===== config.mk =====
export PLATFORM = sky130hd
export DESIGN_NAME = muldiv_ctrl
export DESIGN_NICKNAME = d
export VERILOG_FILES = /design/src/rtl/muldiv_ctrl.sv
export SDC_FILE = /design/constraint.sdc
export NUM_CORES = 1
export LEC_CHECK = 0
export BUFFER_PORTS_ARGS = -buffer_cell sky130_fd_sc_hd__buf_2
export CORE_AREA = 2 2 154 156
export CTS_CLUSTER_DIAMETER = 200
export DETAILED_ROUTE_END_ITERATION = 10
export DIE_AREA = 0 0 156 158
export PLACE_DENSITY_LB_ADDON = 0.2
export SLEW_MARGIN = 20
export SYNTH_ARGS = -nofsm -noshare
export SYNTH_HDL_FRONTEND = slang
export SYNTH_SLANG_ARGS = --single-unit

===== constraint.sdc =====
create_clock -name clk -period 4.45 [get_ports clk]
set_clock_uncertainty 0.2 [all_clocks]
set_input_delay 0.89 -clock clk [delete_from_list [all_inputs] [get_ports clk]]
set_output_delay 0.89 -clock clk [all_outputs]
set_load 0.05 [all_outputs]

===== src/rtl/muldiv_ctrl.sv =====
// HI/LO sequencing controller for an external multiplier and divider.
// Starts the unit, waits a fixed latency, captures results; handles MTHI/MTLO, abort and divide-by-zero.
module muldiv_ctrl #(
  parameter int unsigned DIV_LAT  = 32,
  parameter int unsigned MULT_LAT = 32
) (
  input  logic        clk,
  input  logic        reset,
  input  logic        op_valid,
  input  logic [2:0]  op,
  input  logic [31:0] op_a,
  input  logic [31:0] op_b,
  input  logic        abort,
  output logic        busy,
  output logic        done,
  output logic        div_zero_exc,
  output logic [31:0] hi,
  output logic [31:0] lo,
  output logic        div_start,
  output logic        mult_start,
  output logic [31:0] div_a,
  output logic [31:0] div_b,
  output logic [31:0] mult_a,
  output logic [31:0] mult_b,
  input  logic [31:0] div_hi,
  input  logic [31:0] div_lo,
  input  logic [31:0] mult_hi,
  input  logic [31:0] mult_lo,
  input  logic        div_divzero
);

  localparam int unsigned MAX_LAT = (DIV_LAT > MULT_LAT) ? DIV_LAT : MULT_LAT;
  localparam int unsigned CNT_W   = (MAX_LAT < 1) ? 1 : $clog2(MAX_LAT + 1);

  localparam logic [2:0] OP_MULT = 3'b000;
  localparam logic [2:0] OP_DIV  = 3'b001;
  localparam logic [2:0] OP_MTHI = 3'b010;
  localparam logic [2:0] OP_MTLO = 3'b011;

  typedef enum logic [2:0] {
    S_IDLE     = 3'd0,
    S_RUN_DIV  = 3'd1,
    S_RUN_MULT = 3'd2,
    S_DONE     = 3'd3,
    S_DZERO    = 3'd4
  } state_t;

  state_t           state, state_nxt;
  logic [CNT_W-1:0] cnt, cnt_nxt;
  logic [31:0]      hi_nxt, lo_nxt;
  logic [31:0]      div_a_nxt, div_b_nxt, mult_a_nxt, mult_b_nxt;
  logic             busy_nxt, done_nxt, div_zero_exc_nxt, div_start_nxt, mult_start_nxt;

  // State, datapath and registered outputs
  always_ff @(posedge clk or negedge reset) begin
    if (!reset) begin
      state        <= S_IDLE;
      cnt          <= '0;
      hi           <= '0;
      lo           <= '0;
      div_a        <= '0;
      div_b        <= '0;
      mult_a       <= '0;
      mult_b       <= '0;
      busy         <= 1'b0;
      done         <= 1'b0;
      div_zero_exc <= 1'b0;
      div_start    <= 1'b0;
      mult_start   <= 1'b0;
    end else begin
      state        <= state_nxt;
      cnt          <= cnt_nxt;
      hi           <= hi_nxt;
      lo           <= lo_nxt;
      div_a        <= div_a_nxt;
      div_b        <= div_b_nxt;
      mult_a       <= mult_a_nxt;
      mult_b       <= mult_b_nxt;
      busy         <= busy_nxt;
      done         <= done_nxt;
      div_zero_exc <= div_zero_exc_nxt;
      div_start    <= div_start_nxt;
      mult_start   <= mult_start_nxt;
    end
  end

  // Next state and datapath; abort beats divzero, divzero beats the final capture
  always_comb begin
    state_nxt  = state;
    cnt_nxt    = cnt;
    hi_nxt     = hi;
    lo_nxt     = lo;
    div_a_nxt  = div_a;
    div_b_nxt  = div_b;
    mult_a_nxt = mult_a;
    mult_b_nxt = mult_b;
    case (state)
      S_IDLE: begin
        if (op_valid && !abort) begin
          case (op)
            OP_DIV: begin
              div_a_nxt = op_a;
              div_b_nxt = op_b;
              cnt_nxt   = CNT_W'(DIV_LAT);
              state_nxt = S_RUN_DIV;
            end
            OP_MULT: begin
              mult_a_nxt = op_a;
              mult_b_nxt = op_b;
              cnt_nxt    = CNT_W'(MULT_LAT);
              state_nxt  = S_RUN_MULT;
            end
            OP_MTHI: begin
              hi_nxt    = op_a;
              state_nxt = S_DONE;
            end
            OP_MTLO: begin
              lo_nxt    = op_a;
              state_nxt = S_DONE;
            end
            default: ;
          endcase
        end
      end
      S_RUN_DIV: begin
        if (abort) begin
          cnt_nxt   = '0;
          state_nxt = S_IDLE;
        end else if (div_divzero) begin
          cnt_nxt   = '0;
          state_nxt = S_DZERO;
        end else if (cnt == '0) begin
          hi_nxt    = div_hi;
          lo_nxt    = div_lo;
          state_nxt = S_DONE;
        end else begin
          cnt_nxt = cnt - CNT_W'(1);
        end
      end
      S_RUN_MULT: begin
        if (abort) begin
          cnt_nxt   = '0;
          state_nxt = S_IDLE;
        end else if (cnt == '0) begin
          hi_nxt    = mult_hi;
          lo_nxt    = mult_lo;
          state_nxt = S_DONE;
        end else begin
          cnt_nxt = cnt - CNT_W'(1);
        end
      end
      S_DONE:  state_nxt = S_IDLE;
      S_DZERO: state_nxt = S_IDLE;
      default: state_nxt = S_IDLE;
    endcase
  end

  // Output values for the coming cycle, derived from the state being entered
  always_comb begin
    busy_nxt         = (state_nxt != S_IDLE);
    done_nxt         = (state_nxt == S_DONE);
    div_zero_exc_nxt = (state_nxt == S_DZERO);
    div_start_nxt    = (state == S_IDLE) && (state_nxt == S_RUN_DIV);
    mult_start_nxt   = (state == S_IDLE) && (state_nxt == S_RUN_MULT);
  end

endmodule


==> results of run 1 <==
[cell families after synthesis]
family	synth area share, %
xor+xnor	0.0974
buf+inv	3.02
fa+ha+maj	0.278
compound gates	9.28
simple gates	13.1
mux	16.9
flops	57.3
[worst max-delay path by stage]
stage | slack [ns] | end | from | cells after the start
floorplan | 1.76 | mult_a[22]$_DFFE_PN0P_ | abort | 7
global placement | 1.45 | mult_b[4]$_DFFE_PN0P_ | abort | 5
detailed placement | 1.42 | mult_b[4]$_DFFE_PN0P_ | abort | 5
CTS | 1.65 | hi[9]$_DFFE_PN0P_ | cnt[2]$_DFFE_PN0P_ | 5
global route | 1.52 | hi[9]$_DFFE_PN0P_ | cnt[2]$_DFFE_PN0P_ | 5
finish | 1.62 | hi[30]$_DFFE_PN0P_ | cnt[2]$_DFFE_PN0P_ | 5
[registers in the layout (all words and copies together), names as in the netlist]
name          cells
mult_b           32
div_zero_exc      1
div_start         1
div_b            32
hi               32
mult_a           32
busy              1
state             3
div_a            32
lo               32
mult_start        1
done              1
cnt               6
[cells in the final DEF, fill, tap and decap left out, types with 10 or more instances in the layout]
| cell type | synthesis | final |
|---|---|---|
| a221o_1 | 64 | 64 |
| and3_1 | 32 | 32 |
| buf_2 | 4 | 395 |
| buf_4 | 8 | 10 |
| clkbuf_16 | 0 | 23 |
| dfrtp_1 | 206 | 206 |
| mux2_2 | 106 | 106 |
| mux2_4 | 18 | 18 |
| nand2_1 | 196 | 196 |
[cell type report]
type	instances	area, um^2
fillers	2106	11100
flip-flops and latches	206	5150
multi-input cells	485	3590
repair buffers	407	2090
clock buffers	36	674
well taps	290	363
clock inverters	3	43.8
inverters	7	28.8
[worst register-to-register path, cell delays in order (launching register included)]
cell and delay [ns]:
dfrtp_1 0.46, nor4_4 0.51, nand3_1 0.27, a311oi_4 0.31, buf_4 0.53, mux2_2 0.45
[per-layer routing]
metal  up-vias  wire length [um]  GRT usage (%)
met3        50              2180           5.34
met1      3580             11800           27.8
met2       335             13200           35.9
met5         -                 0              0
met4         0               820           7.25
li1       3418                 -              -
[per-stage QoR]
step	util, %	instance area, um^2	std cells	setup WS [ns]	hold WS (ns)
5_1_grt	51.8	11900	1434	1.52	0.285
3_5_place_dp	48.7	11200	1395	1.42	0.251
6_report	51.8	11900	1434	1.62	0.257
4_1_cts	51.8	11900	1434	1.65	0.264
3_3_place_gp	48.7	11200	1395	1.45	0.245
2_1_floorplan	-	8990	748	1.76	0.319
[report_power, final]
group	total, mW	switching (mW)	internal, mW
Combinational	3.84	2.80	1.04
Sequential	2.75	0.303	2.45
Clock	1.82	0.730	1.09
==> results.md, run 1 <==
- Pins Over Slew Limit: 0
- Pin count of the biggest net entering global routing: 99
- Grt total ovfl: 0
- Number of port buffers: 396
- Post-synth top cells: dfrtp_1 (206), nand2_1 (196), mux2_2 (106), a221o_1 (64), and3_1 (32)
- F_max: 353 MHz
- WP buf/inv: 1
- Required @ worst endpoint: 4.64 ns
- Most common flop cell mapped by yosys: dfrtp_1
- Root Buffer Master: clkbuf_16
- Yosys warns: 0
- CTS tree: yes
- Die Height: 158 um
- Critical Path, Cell by Cell: nor4_4 -> nand3_1 -> a311oi_4 -> buf_4 -> mux2_2
- Max stage delay cell, worst path: buf_4
- Leak: 6.49 nW
- Gr usage total: 21.6%
- RR Startpoint: cnt[2]$_DFFE_PN0P_
- Worst setup EP type: flip-flop
- Crit-path max FO: 32
- Slew margin rel.: 35.9%
- Routed Antenna Nets: 0
- Slew @ Worst Pin: 0.961 ns
- Worst EP arrival: 3.03 ns
- VDD IR-drop max: 356 uV
- Starting Density: 39.0%
- CP max stage delay: 0.53 ns
- IO Count: 397
- Clk slew on worst S/H paths: 0.06 ns
- RSZ-0062 raised after global routing: false
- Max_cap viols: 0
- Count leader, synth: dfrtp_1
- First-pass GRT wire length: 41200 um
- Status: finished, final reports clean
- Synth unique cells: 47
- 1st-pass router iterations: 5
- Avg WL per Cell: 19.5 um
- H-tree Lvls: 1
- Mapped Cells: 748
- Post-Syn Nets: 950
- DR DRC count: 0
- Bufs on Longest Clock Path: 3
- RePlAce Congestion: 0.800
- CTS resizes: 0
- Share of layout cells above drive strength 1: 49.9%
- Post-Syn Area: 8990 um^2
- Tot Pwr: 8.41 mW
- Pwr/cell area: 705 nW/um^2
- First-iteration detailed-routing DRC count: 440
- CP top delay family: simple AND/OR/NAND/NOR gates
- Antenna diodes: 0
- CTS Buf Count: 23
- Fin crit period: 2.83 ns
- Post-CTS setup buffer count: 0
- Post-synth EDFFs: 0
- Ys async rst share: 100%
- Die Wd: 156 um
- Endpoints failing hold: 0
- R2r endpoint: hi[30]$_DFFE_PN0P_
- Core area: 23100 um^2
- # nets final: 1332
- Worst skew pair latency: 0.49 ns
- Die ar.: 24600 um^2
- Synth area leaders: dfrtp_1 (57%), mux2_2 (13%), nand2_1 (8.2%), a221o_1 (7.1%), mux2_4 (3.0%)
- Sequential area share after synthesis: 57.3%
- Setup TNS: 0 ns
- # setup viols final: 0
- Final period util: 63.7%
- Min-delay worst type: in2async
- CP startpoint kind: flip-flop
- Placement row count: 56
- Initial antenna violation count: 0
- Vias in the first global route: 7209
- Via count: 7383
- Post-Syn Area per Cell: 12.0 um^2
- Post-synth top area share: 57.3%
- DR vias/cell: 5.15
- Number of synthesized register bits: 206
- Final WL: 28000 um
- Clock sinks: 206
- Synth-to-layout area growth: 32.8%
- Reg2Reg Setup Slack: 1.62 ns
- Hold-fix buffers, CTS: 0
- Post-detail-place hpwl: 20000 um
- Yosys top cell by area: dfrtp_1
- R2r worst-path depth: 5
- Setup CP Type: reg2reg
(Power assumes the default switching activity.)
==> run 2, diff against run 1 <==
Settings changed: CORE_AREA 2 2 154 156 to 2 2 153 155, DIE_AREA 0 0 156 158 to 0 0 155 157.
Clock period 4.45 ns to 2.9 ns, I/O delays scaled along.
==> run 2 against run 1 <==
Effect of this change:
- count of clock-buffer cells in the layout fell by 2
- design area rose by 2.0%
- critical endpoint is now mult_b[13]$_DFFE_PN0P_
- via count rose by 0.50%
- utilization rose by 2.3 points
- first-iteration DRC count rose by 3.9%
- setup slack got worse by 1.2 ns
- global-route usage rose by 1.6 points
- fmax rose by 15%
==> results.md, run 2 (synthesized netlist as in run 1, its figures left out) <==
- Status: finished, final reports clean
- Avg WL per Cell: 19.9 um
- Starting Density: 40.0%
- First-pass GRT wire length: 44000 um
- Endpoints failing hold: 0
- Tot Pwr: 13.1 mW
- Die Wd: 155 um
- Final WL: 28700 um
- CP top delay family: simple AND/OR/NAND/NOR gates
- CP max stage delay: 0.62 ns
- Vias in the first global route: 7659
- Root Buffer Master: clkbuf_16
- Reg2Reg Setup Slack: 0.43 ns
- Leak: 6.60 nW
- Grt total ovfl: 0
- Fill cells: 2032
- 1st-pass router iterations: 5
- Die Height: 157 um
- Pin count of the biggest net entering global routing: 66
- Share of layout cells above drive strength 1: 50.8%
- First-iteration detailed-routing DRC count: 457
- Synth-to-layout area growth: 35.4%
- Slew margin rel.: 63.1%
- Bufs on Longest Clock Path: 3
- Max stage delay cell, worst path: or4_2
- Hold-critical path depth: 3
- Core area: 22500 um^2
- Fin crit period: 2.47 ns
- Setup TNS: 0 ns
- Required @ worst endpoint: 3.08 ns
- VDD IR-drop max: 526 uV
- Clk slew on worst S/H paths: 0.06 ns
- RePlAce Congestion: 0.902
- Placement row count: 55
- # setup viols final: 0
- Post-detail-place hpwl: 21200 um
- Routed Antenna Nets: 0
- Most common cell after layout, fill and taps aside: buf_2
- Hold endpoint: div_b[2]$_DFFE_PN0P_
- RSZ-0062 raised after global routing: false
- CTS tree: yes
- Slew @ Worst Pin: 0.553 ns
- Critical Path, Cell by Cell: nor3_2 -> nand2_1 -> or4_2 -> buf_12 -> mux2_2
- # nets final: 1342
- Setup CP Type: reg2reg
- IO Count: 397
- R2r worst-path depth: 5
- F_max: 406 MHz
- Pins Over Slew Limit: 0
- Worst EP arrival: 2.65 ns
- Via count: 7420
- Fin util: 54.1%
- Initial antenna violation count: 1
- Hold Startpoint: op_b[2]
- H-tree Lvls: 1
- Worst setup EP type: flip-flop
- WP depth: 5
- Number of port buffers: 396
- Post-CTS setup buffer count: 0
- CP startpoint kind: flip-flop
- Worst skew pair latency: 0.50 ns
- Final period util: 85.0%
- RR Startpoint: state[1]$_DFF_PN0_
- WP buf/inv: 1
- Pwr/cell area: 1080 nW/um^2
- Crit-path max FO: 50
- Die ar.: 24300 um^2
- R2r endpoint: mult_b[13]$_DFFE_PN0P_
- Commonest cells after routing, fill and taps aside: buf_2 (395), dfrtp_1 (206), nand2_1 (196)
- Gr usage total: 23.2%
- DR DRC count: 0
- Clock sinks: 206
- Min-delay worst type: in2reg
- CTS Buf Count: 23
- DR vias/cell: 5.15
- Max_cap viols: 0
run 2: power breakdown:
group          switching, mW  internal (mW)  leakage, nW
Clock                   1.16           1.83        0.389
Combinational           4.29           1.63         3.58
Sequential             0.484           3.75         2.64
Total                   5.93           7.21         6.60
run 2: stage by stage:
stage	area, um^2	hold slack, ns	setup slack, ns	std cells
after floorplan	8990	0.0844	0.519	748
after global placement	11400	0.244	0.343	1399
after detailed placement	11400	0.252	0.335	1399
after CTS	12200	0.0578	0.454	1441
after global routing	12200	0.0742	0.334	1442
final	12200	0.0835	0.434	1442
run 2: worst max path at each step:
| stage | from | endpoint | slack, ns |
|---|---|---|---|
| 3_3_place_gp | abort | mult_a[18]$_DFFE_PN0P_ | 0.34 |
| 4_1_cts | state[1]$_DFF_PN0_ | mult_b[12]$_DFFE_PN0P_ | 0.45 |
| 3_5_place_dp | abort | mult_b[12]$_DFFE_PN0P_ | 0.33 |
| 5_1_grt | state[1]$_DFF_PN0_ | mult_a[11]$_DFFE_PN0P_ | 0.33 |
| 2_1_floorplan | abort | mult_a[22]$_DFFE_PN0P_ | 0.52 |
| 6_report | state[1]$_DFF_PN0_ | mult_b[13]$_DFFE_PN0P_ | 0.43 |
run 2: layout make-up:
class	instances	area, um^2	share of cell area [%]
tap	285	357	2.93
clock buffer	34	697	5.73
clock inverter	7	87.6	0.719
timing repair buffer	417	2260	18.6
antenna	1	2.50	0.0206
multi-input combinational	485	3580	29.4
inverter	7	26.3	0.216
sequential	206	5150	42.3
run 2: repair_timing:
item	in CTS	in global routing
hold buffers	1	0
endpoints found under the hold margin	56	0
resized for setup	0	0
run 2: worst reg2reg max path: cells and delay by family, from the launching register on:
family / cells / cell delay [ns]
flip-flops: 1 / 0.50
multiplexers: 1 / 0.36
buffers and inverters: 1 / 0.23
AND/OR/NAND/NOR: 3 / 1.07
run 2: per-layer routing:
metal | vias up | part of all wire (%) | global-route usage (%)
met1 | 3611 | 42 | 30.3
met4 | 0 | 2.4 | 6.57
met5 | - | 0 | 0
met3 | 47 | 8.6 | 6.83
li1 | 3440 | - | -
met2 | 322 | 47 | 37.8
==> run 3, diff against run 2 <==
Clock period 2.9 ns to 2.8 ns, I/O delays scaled along.
==> run 3 against run 2 <==
Effect of this change:
- power rose by 4.6%
- clock power rose by 8.4%
- design area up 0.13%
- global-route usage fell by 0.55 points
- critical path type unchanged
- largest power group unchanged
==> results.md, run 3 (synthesized netlist as in run 1, its figures left out) <==
- Status: finished, final reports clean
- Hold Startpoint: op_b[30]
- DR DRC count: 0
- Gr usage total: 22.7%
- Pre-CTS WS: 0.238 ns
- Setup TNS: 0 ns
- Hold endpoint: div_b[30]$_DFFE_PN0P_
- Starting Density: 40.0%
- Avg WL per Cell: 19.8 um
- R2r endpoint: mult_a[16]$_DFFE_PN0P_
- Worst EP arrival: 2.68 ns
- Via count: 7467
- Area of the multi-input gates: 3580 um^2
- Hold-critical path depth: 3
- Slew @ Worst Pin: 0.706 ns
- Clk slew on worst S/H paths: 0.06 ns
- IO Count: 397
- Worst skew pair latency: 0.51 ns
- Required @ worst endpoint: 2.99 ns
- Met2 usage: 37.2%
- First-iteration detailed-routing DRC count: 359
- Fin util: 54.2%
- Met3 usage: 6.19%
- Core area: 22500 um^2
- Leak: 6.62 nW
- Grt total ovfl: 0
- Slew margin rel.: 53.0%
- Min-delay worst type: in2reg
- Most common cell after layout, fill and taps aside: buf_2
- Crit-path max FO: 50
- Endpoints failing hold: 0
- Placement row count: 55
- Bufs on Longest Clock Path: 3
- Pin count of the biggest net entering global routing: 66
- CTS tree: yes
- Final period util: 88.7%
- GRT met1 Usage: 29.4%
- CP startpoint kind: flip-flop
- Final WL: 28600 um
- First-pass GRT wire length: 43100 um
- Vias in the first global route: 7568
- Fill cells: 2006
- Clock sinks: 206
- GR peak layer: met2
- Pwr/cell area: 1130 nW/um^2
- Commonest cells after routing, fill and taps aside: buf_2 (395), dfrtp_1 (206), nand2_1 (196)
- Post-detail-place hpwl: 21100 um
- Die Wd: 155 um
- Setup slack after layout: 0.317 ns
- Pins Over Slew Limit: 0
- CTS Buf Count: 24
- VDD IR-drop max: 585 uV
- Die ar.: 24300 um^2
- Reg2Reg Setup Slack: 0.32 ns
- Number of port buffers: 396
- Placed cell area: 11300 um^2
- Worst setup EP type: flip-flop
- RR Startpoint: state[1]$_DFF_PN0_
- Routed Antenna Nets: 0
- DR vias/cell: 5.16
- # setup viols final: 0
- RSZ-0062 raised after global routing: false
- 1st-pass router iterations: 5
- Fin crit period: 2.48 ns
- Setup CP Type: reg2reg
- R2r worst-path depth: 5
- RePlAce Congestion: 0.873
- Synth-to-layout area growth: 35.6%
- F_max: 403 MHz
- Die Height: 157 um
- Register area: 5150 um^2
- Final Cell Area: 12200 um^2
- Initial antenna violation count: 4
- H-tree Lvls: 1
- Root Buffer Master: clkbuf_16
- Share of layout cells above drive strength 1: 50.6%
- # nets final: 1344
- Max_cap viols: 0
[run 3: layout make-up]
class                   count  share of cell area [%]
well taps                 285                    2.93
repair buffers            418                    18.3
diodes                      3                  0.0616
clock buffers              36                    5.80
clock inverters             8                   0.975
multi-input cells         485                    29.4
inverters                   7                   0.216
flip-flops and latches    206                    42.3
[run 3: what timing repair did]
action,CTS,global route
hold buffers,1,0
hold endpoints to repair,57,0
setup buffers,0,0
resized for setup,0,0
setup endpoints to repair,0,0
[run 3: how the worst max path moves through the flow]
stage                       start                      to  slack [ns]  depth (start not counted)
5_1_grt        state[1]$_DFF_PN0_   mult_b[0]$_DFFE_PN0P_        0.24                          5
4_1_cts        state[1]$_DFF_PN0_  mult_a[15]$_DFFE_PN0P_        0.35                          5
3_5_place_dp                abort  mult_a[16]$_DFFE_PN0P_        0.24                          6
6_report       state[1]$_DFF_PN0_  mult_a[16]$_DFFE_PN0P_        0.32                          5
3_3_place_gp                abort  mult_a[18]$_DFFE_PN0P_        0.26                          6
2_1_floorplan               abort  mult_a[22]$_DFFE_PN0P_        0.44                          7
[run 3: power by group]
part	internal, mW	switching, mW
logic	1.67	4.44
clock network	2.02	1.22
registers	3.89	0.506
[run 3: critical path, stage by stage, from the launching register on]
cell	delay (ns)
dfrtp_1	0.50
nor3_2	0.32
nand2_1	0.14
or4_2	0.62
buf_12	0.23
mux2_2	0.31
[run 3: per-layer routing]
layer	routed length (um)	vias to the layer above
met3	2480	50
met4	660	0
met5	0	-
li1	-	3454
met1	12300	3636
met2	13200	327
[run 3: stage by stage]
stage / power (mW) / instances / hold slack, ns
floorplan: 8.89 / 748 / 0.0644
global placement: 10.5 / 1400 / 0.246
detailed placement: 10.6 / 1400 / 0.250
CTS: 13.9 / 1445 / 0.0332
global route: 14.4 / 1448 / 0.0497
finish: 13.7 / 1448 / 0.0560
